File: config.mk
export PLATFORM = sky130hd
export DESIGN_NAME = rf_wport_arbiter
export DESIGN_NICKNAME = d
export VERILOG_FILES = /design/src/rtl/cpu_pkg.sv /design/src/rtl/rr_arbiter.sv /design/src/rtl/rf_wport_arbiter.sv
export SDC_FILE = /design/constraint.sdc
export NUM_CORES = 1
export LEC_CHECK = 0
export CORE_AREA = 8 8 99 101
export CTS_CLUSTER_SIZE = 20
export DETAILED_ROUTE_END_ITERATION = 16
export DIE_AREA = 0 0 107 109
export GPL_ROUTABILITY_DRIVEN = 0
export PLACE_DENSITY = 0.92
export SYNTH_ARGS = -nofsm -noshare
export SYNTH_HDL_FRONTEND = slang
export SYNTH_HIERARCHICAL = 1
export SYNTH_SLANG_ARGS = --single-unit
File: constraint.sdc
create_clock -name clk -period 3.4 [get_ports clk]
set_input_delay 1.02 -clock clk [delete_from_list [all_inputs] [get_ports clk]]
set_output_delay 1.02 -clock clk [all_outputs]
set_load 0.1 [all_outputs]
File: src/rtl/cpu_pkg.sv
// Shared CPU-wide register-file geometry and writeback-source encoding.
package cpu_pkg;

    localparam int REG_AW = 5;
    localparam int REG_DW = 32;

    typedef enum logic [1:0] {
        WB_ALU = 2'd0,
        WB_LSU = 2'd1,
        WB_MDU = 2'd2
    } wb_src_e;

    localparam int N_WB_SRC = 3;

endpackage

File: src/rtl/rr_arbiter.sv
// Combinational round-robin arbiter: first requester at or above ptr, wrapping.
module rr_arbiter #(
    parameter int N  = 3,
    localparam int IW = $clog2(N)
) (
    input  logic [N-1:0]  req,
    input  logic [IW-1:0] ptr,
    output logic [N-1:0]  gnt,
    output logic [IW-1:0] idx
);

    always_comb begin
        int   j;
        logic found;
        gnt   = '0;
        idx   = '0;
        found = 1'b0;
        j     = 0;
        for (int k = 0; k < N; k++) begin
            // ptr is always < N, so a single subtraction implements the wrap
            j = int'(ptr) + k;
            if (j >= N) j = j - N;
            if (!found && req[j]) begin
                found  = 1'b1;
                gnt[j] = 1'b1;
                idx    = IW'(j);
            end
        end
    end

endmodule

File: src/rtl/rf_wport_arbiter.sv
// Round-robin share of the single regfile write port among writeback sources,
// with a registered output stage that also feeds decode-stage bypassing.
module rf_wport_arbiter
    import cpu_pkg::*;
#(
    parameter int N_REQ = 3,
    parameter int AW    = REG_AW,
    parameter int DW    = REG_DW,
    parameter int CNT_W = 16,
    localparam int IW   = $clog2(N_REQ)
) (
    input  logic                clk,
    input  logic                rst_n,
    input  logic [N_REQ-1:0]    req_valid,
    output logic [N_REQ-1:0]    req_ready,
    input  logic [N_REQ*AW-1:0] req_addr,
    input  logic [N_REQ*DW-1:0] req_data,
    input  logic                hold,
    output logic                rf_we,
    output logic [AW-1:0]       rf_wR,
    output logic [DW-1:0]       rf_wD,
    output logic [IW-1:0]       grant_id,
    output logic [CNT_W-1:0]    conflict_cnt
);

    function automatic logic [CNT_W-1:0] sat_inc(input logic [CNT_W-1:0] v);
        return (&v) ? v : v + CNT_W'(1);
    endfunction

    function automatic logic [IW-1:0] wrap_next(input logic [IW-1:0] i);
        return (i == IW'(N_REQ - 1)) ? '0 : i + IW'(1);
    endfunction

    logic [IW-1:0]    rr_ptr;
    logic [N_REQ-1:0] arb_req;
    logic [N_REQ-1:0] gnt_p0;
    logic [IW-1:0]    gnt_idx_p0;
    logic             hs_p0;
    logic [AW-1:0]    addr_p0;
    logic [DW-1:0]    data_p0;
    logic             multi_req_p0;

    logic             vld_p1;
    logic [AW-1:0]    addr_p1;
    logic [DW-1:0]    data_p1;
    logic [IW-1:0]    gid_p1;
    logic [CNT_W-1:0] cnt_q;

    // Stage p0: arbitration and source select (combinational)
    assign arb_req = hold ? '0 : req_valid;

    rr_arbiter #(.N(N_REQ)) u_rr (
        .req (arb_req),
        .ptr (rr_ptr),
        .gnt (gnt_p0),
        .idx (gnt_idx_p0)
    );

    assign req_ready = gnt_p0;
    assign hs_p0     = |gnt_p0;

    // gnt is one-hot, so an AND-OR mux is sufficient
    always_comb begin
        addr_p0 = '0;
        data_p0 = '0;
        for (int i = 0; i < N_REQ; i++) begin
            if (gnt_p0[i]) begin
                addr_p0 = addr_p0 | req_addr[i*AW +: AW];
                data_p0 = data_p0 | req_data[i*DW +: DW];
            end
        end
    end

    assign multi_req_p0 = ($countones(req_valid) > 1) && !hold;

    always_ff @(posedge clk or negedge rst_n) begin
        if (!rst_n) begin
            rr_ptr <= '0;
            cnt_q  <= '0;
        end else begin
            if (hs_p0)        rr_ptr <= wrap_next(gnt_idx_p0);
            if (multi_req_p0) cnt_q  <= sat_inc(cnt_q);
        end
    end

    // Stage p1: registered write port; x0 writes are consumed without asserting we
    always_ff @(posedge clk or negedge rst_n) begin
        if (!rst_n) begin
            vld_p1  <= 1'b0;
            addr_p1 <= '0;
            data_p1 <= '0;
            gid_p1  <= '0;
        end else begin
            vld_p1 <= hs_p0 && (addr_p0 != '0);
            if (hs_p0) begin
                addr_p1 <= addr_p0;
                data_p1 <= data_p0;
                gid_p1  <= gnt_idx_p0;
            end
        end
    end

    assign rf_we        = vld_p1;
    assign rf_wR        = addr_p1;
    assign rf_wD        = data_p1;
    assign grant_id     = gid_p1;
    assign conflict_cnt = cnt_q;

endmodule
### Word level (Yosys, flattened, before mapping)

Index checks and enable logic that the tools add are counted.

* memories kept: 0
* register bits: 58
* input port bits: 117
* latch bits: 0
* bits in read-only memories: 0
* word-level logic and storage cells: 81
* bits in writable memories: 0

* $lt $le $gt $ge: 10
* reduce and logical (&&, ||, !) cells: 14
* bitwise logic cells: 7
* equality and inequality tests: 1
* multipliers: 0
* shifts and indexed selects: 0
* div/mod/pow operators: 0
* add/subtract/negate cells: 9
* multiplexer cells: 34

Operator list (number)
* $mux W32: 6
* $ge A32 B1 Y1 const B: 3
* $lt A32 B4 Y1 const B: 3
* $ge A32 B3 Y1 const B: 2
* $or A32 B32 Y32: 2
* $sub A32 B3 Y32 const B: 2
* $add A16 B1 Y16 const B: 1
* $reduce_and A16 Y1: 1
* $mux W5: 3
* $mux W3: 4
* $mux W1: 11
* $or A5 B5 Y5: 2
* $mux W2: 4
* $logic_and A1 B1 Y1: 7
* $bmux W1 S2: 3
* $demux W1 S2: 3
* $or A3 B3 Y3: 2
* $reduce_bool A5 Y1: 1
* $add A2 B1 Y3: 1
* $add A2 B1 Y3 const B: 1
* $add A2 B2 Y3 const B: 1
* $gt A3 B1 Y1 const B: 1
* $logic_not A1 Y1: 3
* $reduce_or A3 Y1: 1
* other kinds (7): 7

### Logic depth before layout (Yosys ltp)

Gate-level depths: netlist (run 1).

* depth after elaboration: 19
* gate-level depth with buffers: 12
* mapped depth without buffers: 10

### Modules after synthesis

The synthesis (run 1) kept the hierarchy.

Modules (own cells, without submodules)
* rf_wport_arbiter: times used 1, cells each 269, area each 2772.7 um^2, sequential area each 1451.4 um^2
* rr_arbiter: times used 1, cells each 52, area each 332.8 um^2, sequential area each 0.0 um^2

### Worst setup path after synthesis (run 1)

Ideal clock, no wire load.

* kind: input port to flip-flop
* start: input port req_valid[1]
* end: register data_p1[10], in the netlist rf_wD[10]
* data required time: 3.263 ns
* setup slack: -1.256 ns
* cell stages on the path: 11
* buffers on the path: 4
* data arrival time: 4.519 ns
* path through: nor2b_1 > clkbuf_1 > mux2_2 > mux2i_1 > nor2_1 > a31oi_1 > or3_1 > clkbuf_1 > clkbuf_1 > buf_1 > a21oi_1

* longest elaborated chain between the ends: 16
* elaborated cells on any way between the ends: 27

Ends and longest elaborated chain
* start, declared: RTL line rf_wport_arbiter.sv:14 `input logic [N_REQ-1:0] req_valid,`
* $mux W3 (*): RTL line rf_wport_arbiter.sv:50 `assign arb_req = hold ? '0 : req_valid;`
* $bmux W1 S2: RTL line rr_arbiter.sv:23 `if (!found && req[j]) begin`
* $mux W1 (not written as such) (2 in series): RTL line rr_arbiter.sv:23
* $mux W1: RTL line rr_arbiter.sv:23
* $logic_not A1 Y1: RTL line rr_arbiter.sv:23
* $logic_and A1 B1 Y1: RTL line rr_arbiter.sv:23
* $mux W1: RTL line rr_arbiter.sv:23
* $logic_not A1 Y1: RTL line rr_arbiter.sv:23
* $logic_and A1 B1 Y1: RTL line rr_arbiter.sv:23
* $mux W3 (*): RTL line rr_arbiter.sv:23
* via req_ready[0]: RTL line rf_wport_arbiter.sv:15 `output logic [N_REQ-1:0] req_ready,`
* $mux W32: RTL line rf_wport_arbiter.sv:67 `if (gnt_p0[i]) begin`
* $or A32 B32 Y32: RTL line rf_wport_arbiter.sv:69 `data_p0 = data_p0 | req_data[i*DW +: DW];`
* $mux W32: RTL line rf_wport_arbiter.sv:67
* $or A32 B32 Y32: RTL line rf_wport_arbiter.sv:69
* $mux W32: RTL line rf_wport_arbiter.sv:67
* end signal, assigned: RTL line rf_wport_arbiter.sv:97 `data_p1 <= data_p0;`
* end, declared: RTL line rf_wport_arbiter.sv:45 `logic [DW-1:0] data_p1;`

The timed path passes the listed nets; every way through them passes the cells marked *. The select of a mux whose other input is x is not followed.
A chain may end at the register's enable or synchronous reset.

### Final worst setup path (run 1)

* start: input port req_valid[1]
* end: output port req_ready[1]

* longest elaborated chain between the ends: 11
* elaborated cells on any way between the ends: 21

Ends and longest elaborated chain
* $mux W3 (*): RTL line rf_wport_arbiter.sv:50
* via arb_req[1]: RTL line rf_wport_arbiter.sv:35 `logic [N_REQ-1:0] arb_req;`
* $bmux W1 S2: RTL line rr_arbiter.sv:23
* $mux W1 (not written as such) (2 in series): RTL line rr_arbiter.sv:23
* $mux W1: RTL line rr_arbiter.sv:23
* $logic_not A1 Y1: RTL line rr_arbiter.sv:23
* $logic_and A1 B1 Y1: RTL line rr_arbiter.sv:23
* $mux W1: RTL line rr_arbiter.sv:23
* $logic_not A1 Y1: RTL line rr_arbiter.sv:23
* $logic_and A1 B1 Y1: RTL line rr_arbiter.sv:23
* $mux W3 (*): RTL line rr_arbiter.sv:23
* end, declared: RTL line rf_wport_arbiter.sv:15

Marked as above.

==> results.toml, run 1 <==
[logic_synthesis]
synth_cells = 321
yosysWarnings = 6
seq_area_frac_synth = 0.467
syn_nets = 444
synth_area_mm2 = 0.00311
ys_top_cells_by_area = "dfrtp_1 47%, a222oi_1 11%, a21oi_1 5.8%"
yosysUniqueCellTypes = 47
synth_top_area_share = 0.467
syn_area_per_cell_um2 = 9.67
ys_ff_latch = 58
synth_top_area_cell = "dfrtp_1"

[route]
drt_pass1_iterations = 7
via_count = 3452
drc = 0
wirelength_um = 12000
final_antenna_net_count = 0
vias_per_cell = 5.60
routedWlPerCell_um = 19.5
drt_iter0_drc = 400

[job]
drv_cap = 0

[sta]
hold_viol = 0
rsz0062_at_grt = "yes"
min_period_ns = 3.37
max_freq_ghz = 0.297
setup_viol = 0
worst_hold_slack_ns = 0.489
fin_crit_sh = 0.990
setup_ws_ns = 0.0346
maxSlewViolCount = 0
slew-limit-headroom = 0.502
fin_tns_setup_ns = 0
fin_skew_ns = 0.0126
worstMarginPinSlew_ns = 0.746

[worst_setup_path]
critPathLaunchType = "input port"
worst_setup_path_end_kind = "output port"
cp.arrival_ns = 2.35
worst-path-max-fanout = 7
cp.required_ns = 2.38
cp-startpoint = "req_valid[1]"
crit_type = "in -> out"
rr_startpoint = "rr_ptr[1]"

[status]
status = "finished clean"

[cts]
clk_latency_ns = 0.33
cts_tree = "done"
clk_pin_slew_ns = 0.07
cts_buffer_depth = 2
htreeDepth = 3
cts_made_buffers = 9
clock_sinks = 58
cts_hold_buf = 0
clock-root-buffer = "clkbuf_8"

[global_route]
grt_pass1_wl_um = 18200
grt_pass1_vias = 3545
grt_usage = 0.196
grt_max_degree = 44
antenna_found_initial = 0
overflow = 0

[floorplan]
std_cell_rows = 34
io_pins = 176
die_y_um = 109
fp.coreArea_mm2 = 0.00838
chipWidth_um = 107
start_util = 0.371
dieArea_mm2 = 0.0117

[place]
dp_hpwl_um = 9050
port_buffers = 175
place_ws_ns = -0.389

[hold_path]
hold_class = "reg -> reg"
hp-start = "rf_wR[2]"

[cells_and_area]
syn_to_final_growth_pct = 68.3
final_util = 0.624
nets = 626
drive_above_1_share = 0.240
diodes = 0
final timing paths:
| kind | cells after the start | slack [ns] | endpoint |
|---|---|---|---|
| setup / recovery | 8 | 0.03 | req_ready[1] |
| hold / removal | 2 | 0.49 | rf_wR[2] |
| setup reg to reg | 11 | 0.48 | rf_wD[11] |
| hold reg to reg | 2 | 0.49 | rf_wR[2] |
| max in group asynchronous | 2 | 1.88 | conflict_cnt[11] |
| min in group asynchronous | 1 | 0.75 | conflict_cnt[6] |
layer usage:
| layer | wire length [um] | global-route usage | vias up |
|---|---|---|---|
| met2 | 6490 | 0.348 | 167 |
| met5 | 0 | 0 | - |
| met3 | 864 | 0.0479 | 15 |
| li1 | - | - | 1585 |
| met1 | 4500 | 0.226 | 1685 |
| met4 | 159 | 0.0663 | 0 |
state kept, by name, indices dropped and copies added, names as in the netlist:
register	count
rf_wR	5
rf_wD	32
rr_ptr	2
grant_id	2
conflict_cnt	16
rf_we	1
cell type report:
class,instances,area (um^2)
Sequential cell,58,1450
Inverter,7,26.3
Fill cell,653,3150
Timing Repair Buffer,195,1790
Clock buffer,10,138
Tap cell,108,135
Multi-Input combinational cell,232,1640
Clock inverter,6,41.3
cell usage after synthesis (all sizes together):
cell type,n
o211ai,1
xor2,10
nor3,5
a221oi,2
dfrtp,58
nand3,11
a222oi,35
nor4,5
a21boi,1
nand2b,1
a21oi,36
xnor2,3
nor2b,4
clkbuf,18
or3b,1
nor3b,1
ha,6
nor4b,3
buf,6
mux2,4
o22ai,3
and3,1
nand4,4
o22a,1
o21ai,9
or2,2
nor2,42
and2b,2
or3,2
a21o,2
nand2,26
mux2i,2
o31ai,1
a22oi,3
inv,7
nand3b,1
a31oi,2
layout by cell type, fill, tap and decap left out, types with 2 or more instances in the layout:
cell type	synthesis	layout
o21ai_0	9	6
xnor2_1	3	3
o21ai_1	0	2
buf_2	0	3
buf_12	0	4
clkinvlp_4	0	3
buf_4	1	74
mux2_4	1	2
a222oi_1	35	35
inv_1	7	7
ha_1	6	4
a22oi_1	3	3
nand3_1	11	11
mux2_1	2	2
nor2_1	41	40
nor2_2	1	2
dlygate4sd2_1	0	2
ha_4	0	2
clkdlybuf4s50_1	0	111
a21oi_1	36	35
nand4_1	3	3
nor4_1	3	3
nor4b_2	2	2
nand2_1	26	26
and2b_1	2	2
o22ai_1	3	3
dfrtp_1	58	58
or2_2	2	2
clkinv_2	0	2
nor3_1	4	4
clkbuf_8	0	10
xor2_1	10	10
a21o_1	2	2
nor2b_4	0	3
stage by stage:
| stage | area [um^2] | std cells |
|---|---|---|
| CTS | 5180 | 615 |
| floorplan | 3160 | 321 |
| detailed placement | 4990 | 600 |
| global placement | 4990 | 600 |
| finish | 5230 | 616 |
| global route | 5230 | 616 |
timing repair:
action                                  CTS  global route
setup buffers                             1             1
pin swaps                                 3             3
endpoints found under the setup margin    7             3
resized for setup                        21             5
cell families (layout without fill, tap and decap cells):
kind of cell,count (synthesis),in the layout,share of synthesized area
AO/OA/AOI/OAI,96,96,0.223
XOR/XNOR,13,13,0.0367
adder cells (fa/ha/maj),6,6,0.0242
buffers and inverters,31,218,0.0411
flip-flops,58,58,0.467
multiplexers,6,6,0.0222
AND/OR/NAND/NOR,111,111,0.185
critical path: stages:
cell and delay, ns:
dlygate4sd2_1 0.24, nor2b_4 0.25, buf_6 0.14, inv_1 0.05, nor2_1 0.14, o21ai_2 0.11, a21oi_4 0.19, buf_12 0.19
Power of run 1 is left out: the tool's default activity adds up to more than one toggle a clock period on the data nets, which glitch-free logic cannot reach.
==> run 2: changes to the inputs <==
SKIP_CTS_REPAIR_TIMING = 1   (was unset)
==> run 2 against run 1 <==
  * Sequential share of layout area up 0.080 points
  * Flip-flop and latch count unchanged
  * Fmax up 1.3%
  * Critical path depth down 1
  * Count of clock-buffer cells in the layout unchanged
  * Global-route usage down 0.19 points
  * Via count down 1.3%
  * Routed wire length down 2.3%
  * Largest cell class unchanged
  * Highest routed layer unchanged
==> results.toml, run 2 (synthesis results as in run 1) <==
[status]
status = "finished clean"

[worst_setup_path]
reg2reg_setup_slack_ns = 0.48
cp.arrival_ns = 2.30
r2r-end = "rr_ptr[0]"
cp-endpoint = "req_ready[0]"
worst_setup_path_end_kind = "output port"
worst-path-max-fanout = 7
cp-startpoint = "req_valid[0]"
rr_startpoint = "rr_ptr[1]"
crit_type = "in -> out"
cp.required_ns = 2.38
critPathLaunchType = "input port"
reg2reg_depth = 11

[route]
via_count = 3406
drt_pass1_iterations = 10
drc = 0
vias_per_cell = 5.53
drt_iter0_drc = 418
routedWlPerCell_um = 19.1
wirelength_um = 11700
final_antenna_net_count = 0

[sta]
fin_skew_ns = 0.0118
fin_crit_sh = 0.977
fin_tns_setup_ns = 0
maxSlewViolCount = 0
min_period_ns = 3.32
max_freq_ghz = 0.301
setup_ws_ns = 0.0790
hold_viol = 0
slew-limit-headroom = 0.505
worst_hold_slack_ns = 0.485
worstMarginPinSlew_ns = 0.742
rsz0062_at_grt = "no"
setup_viol = 0

[floorplan]
start_util = 0.371
std_cell_rows = 34
die_y_um = 109
dieArea_mm2 = 0.0117
chipWidth_um = 107
fp.coreArea_mm2 = 0.00838
io_pins = 176

[global_route]
antenna_found_initial = 0
grt_pass1_wl_um = 18000
grt_pass1_vias = 3516
grt_usage = 0.194
overflow = 0
grt_max_degree = 44

[place]
dp_hpwl_um = 9050
place_ws_ns = -0.389
port_buffers = 175
placed_cells = 600

[cells_and_area]
drive_above_1_share = 0.242
syn_to_final_growth_pct = 67.8
diodes = 0
n_fill_cell = 659
largest_reg_flops = 32
seq_area_mm2 = 0.00145
nets = 626
stdcell_count = 616
mostFrequentLayoutCell = "clkdlybuf4s50_1"
multi_input_area_mm2 = 0.00163
final_cell_mix = "111 x clkdlybuf4s50_1, 75 x buf_4, 58 x dfrtp_1"

[hold_path]
hp-start = "grant_id[1]"
hold_class = "reg -> reg"

[cts]
htreeDepth = 3
clk_pin_slew_ns = 0.07
cts_buffer_depth = 2
clock_sinks = 58
clk_latency_ns = 0.33
cts_tree = "done"
clock-root-buffer = "clkbuf_8"
cts_made_buffers = 9

[job]
drv_cap = 0
## run 2: final cells by class
| class | count | area share |
|---|---|---|
| Clock buffer | 10 | 0.0264 |
| Clock inverter | 6 | 0.00792 |
| Inverter | 7 | 0.00504 |
| Multi-Input combinational cell | 232 | 0.312 |
| Sequential cell | 58 | 0.279 |
| Tap cell | 108 | 0.0259 |
| Timing Repair Buffer | 195 | 0.344 |
## run 2: layer usage
layer  vias up  global-route usage  part of all wire
met2       159               0.343              0.53
li1       1590                   -                 -
met3        19              0.0485             0.077
met5         -                   0                 0
met4         0              0.0704             0.020
met1      1638               0.223              0.37
## run 2: worst min path at each step
stage | end | slack (ns) | depth (start not counted)
6_report | grant_id[1] | 0.48 | 2
5_1_grt | rf_wR[0] | 0.52 | 2
4_1_cts | grant_id[1] | 0.48 | 2
3_5_place_dp | grant_id[1] | 0.47 | 2
3_3_place_gp | rf_wR[0] | 0.46 | 2
2_1_floorplan | rr_ptr[1] | 0.49 | 2
## run 2: stage by stage
stage	util	instance area, um^2
after floorplan	-	3160
after global placement	0.596	4990
after detailed placement	0.596	4990
after CTS	0.617	5170
after global routing	0.622	5210
final	0.622	5210
## run 2: critical path, cell delays in order
cell	delay, ns
dlymetal6s2s_1	0.15
nor2b_2	0.20
mux2_4	0.29
mux2i_4	0.18
nor2_2	0.08
a31oi_4	0.18
buf_12	0.20
Power of run 2 is left out for the same reason.
==> run 3: changes to the inputs <==
CORE_AREA = 2 2 93 95   (was 8 8 99 101)
DIE_AREA = 0 0 95 97   (was 0 0 107 109)
GPL_ROUTABILITY_DRIVEN = unset   (was 0)
TNS_END_PERCENT = 10   (was unset)
==> run 3 against run 2 <==
  * Fmax shrank 1.7%
  * Count of clock-buffer cells in the layout grew 2
  * Final cell count shrank 0.65%
  * Register-to-register slack gained 0.07 ns
  * First-iteration DRC count shrank 33%
  * Non-clock buffer count shrank 1
  * Hold slack gained 0.0039 ns
==> results.toml, run 3 (synthesis results as in run 1) <==
[status]
status = "finished clean"

[sta]
slew-limit-headroom = 0.353
setup_viol = 0
fin_crit_sh = 0.993
fin_skew_ns = 0.0142
max_freq_ghz = 0.296
maxSlewViolCount = 0
min_period_ns = 3.38
hold_viol = 0
rsz0062_at_grt = "yes"
worstMarginPinSlew_ns = 0.971

[cells_and_area]
diodes = 0
final_design_area_no_fill_mm2 = 0.00526
multi_input_area_mm2 = 0.00162
drive_above_1_share = 0.237
seq_area_mm2 = 0.00145
final_cell_mix = "111 x clkdlybuf4s50_1, 75 x buf_4, 57 x dfrtp_1"
n_fill_cell = 621
syn_to_final_growth_pct = 69.5
nets = 625
mostFrequentLayoutCell = "clkdlybuf4s50_1"
largest_reg_flops = 32

[worst_setup_path]
worst_setup_path_end_kind = "output port"
cp_top_family = "simple AND/OR/NAND/NOR gates"
crit_buf_inv = 2
worst-path-max-fanout = 3
crit_type = "in -> out"
cp-startpoint = "req_valid[2]"
cp.required_ns = 2.38
crit_chain = "buf_6 > nor2b_4 > or3b_1 > o22ai_1 > nand3_1 > a31oi_4 > buf_12"
rr_startpoint = "rr_ptr[1]"
critPathLaunchType = "input port"
cp.arrival_ns = 2.36
slowest_stage = "or3b_1"
slowest_delay_ns = 0.36

[hold_path]
hold_class = "reg -> reg"
hp-start = "rf_wR[2]"

[route]
wirelength_um = 10700
vias_per_cell = 5.54
drt_iter0_drc = 281
routedWlPerCell_um = 17.5
via_count = 3390
drc = 0
drt_pass1_iterations = 6
final_antenna_net_count = 0

[cts]
clock_sinks = 58
cts_tree = "done"
clk_pin_slew_ns = 0.06
htreeDepth = 3
clock-root-buffer = "clkbuf_8"
cts_buffer_depth = 2
cts_made_buffers = 9
clk_latency_ns = 0.33

[global_route]
grt_pass1_vias = 3438
grt_max_degree = 63
grt_usage = 0.231
grt_pass1_wl_um = 16600
antenna_found_initial = 0
overflow = 0

[floorplan]
dieArea_mm2 = 0.00922
die_y_um = 97
start_util = 0.382
io_pins = 176
std_cell_rows = 33
fp.coreArea_mm2 = 0.00813
chipWidth_um = 95

[place]
dp_hpwl_um = 8160
gp_congestion = 0.918
port_buffers = 175
dpl_cell_area_mm2 = 0.00494

[job]
drv_cap = 0
## run 3: changes by cell type in the layout (fill, tap and decap cells not counted), moves of 2 or more
cell        delta
bufinv_16      +2
clkbuf_2       -2
clkinvlp_4     -2
o21ai_0        +2
o21ai_1        -2
clkbuf_8       +2
## run 3: stage by stage
| stage | setup WS, ns | hold slack [ns] | setup TNS (ns) | utilization | instances |
|---|---|---|---|---|---|
| global route | -0.0206 | 0.510 | -0.0206 | 0.647 | 612 |
| CTS | -0.619 | 0.489 | -8.58 | 0.637 | 607 |
| detailed placement | -0.620 | 0.474 | -23.99 | 0.608 | 591 |
| floorplan | -0.0598 | 0.490 | -0.562 | - | 321 |
| global placement | -0.442 | 0.462 | -18.76 | 0.608 | 591 |
| finish | 0.0229 | 0.489 | 0 | 0.647 | 612 |
## run 3: worst min-delay path, stage by stage (launching register included)
cell and delay, ns:
dfrtp_1 0.35, nand2_1 0.05, nand2_1 0.06
## run 3: layer usage
layer | global-route usage | share of wire | up-vias
li1 | - | - | 1576
met1 | 0.264 | 0.37 | 1640
met2 | 0.402 | 0.54 | 144
met3 | 0.0498 | 0.059 | 30
met4 | 0.111 | 0.032 | 0
met5 | 0 | 0 | -
## run 3: final cells by class
type,count,area share
clock buffer,12,0.0314
timing repair buffer,194,0.341
multi-input combinational,232,0.308
sequential,58,0.276
inverter,7,0.00499
clock inverter,4,0.0138
tap,105,0.0250
## run 3: final timing paths
kind / cells past startpoint / to / slack [ns]
worst max-delay path: 7 / req_ready[0] / 0.02
worst min-delay path: 2 / rf_wR[2] / 0.49
worst max register to register: 11 / rr_ptr[0] / 0.55
worst min register to register: 2 / rf_wR[2] / 0.49
max in group asynchronous: 2 / rf_wD[13] / 1.75
min in group asynchronous: 1 / conflict_cnt[1] / 0.84
Power of run 3 is left out for the same reason.
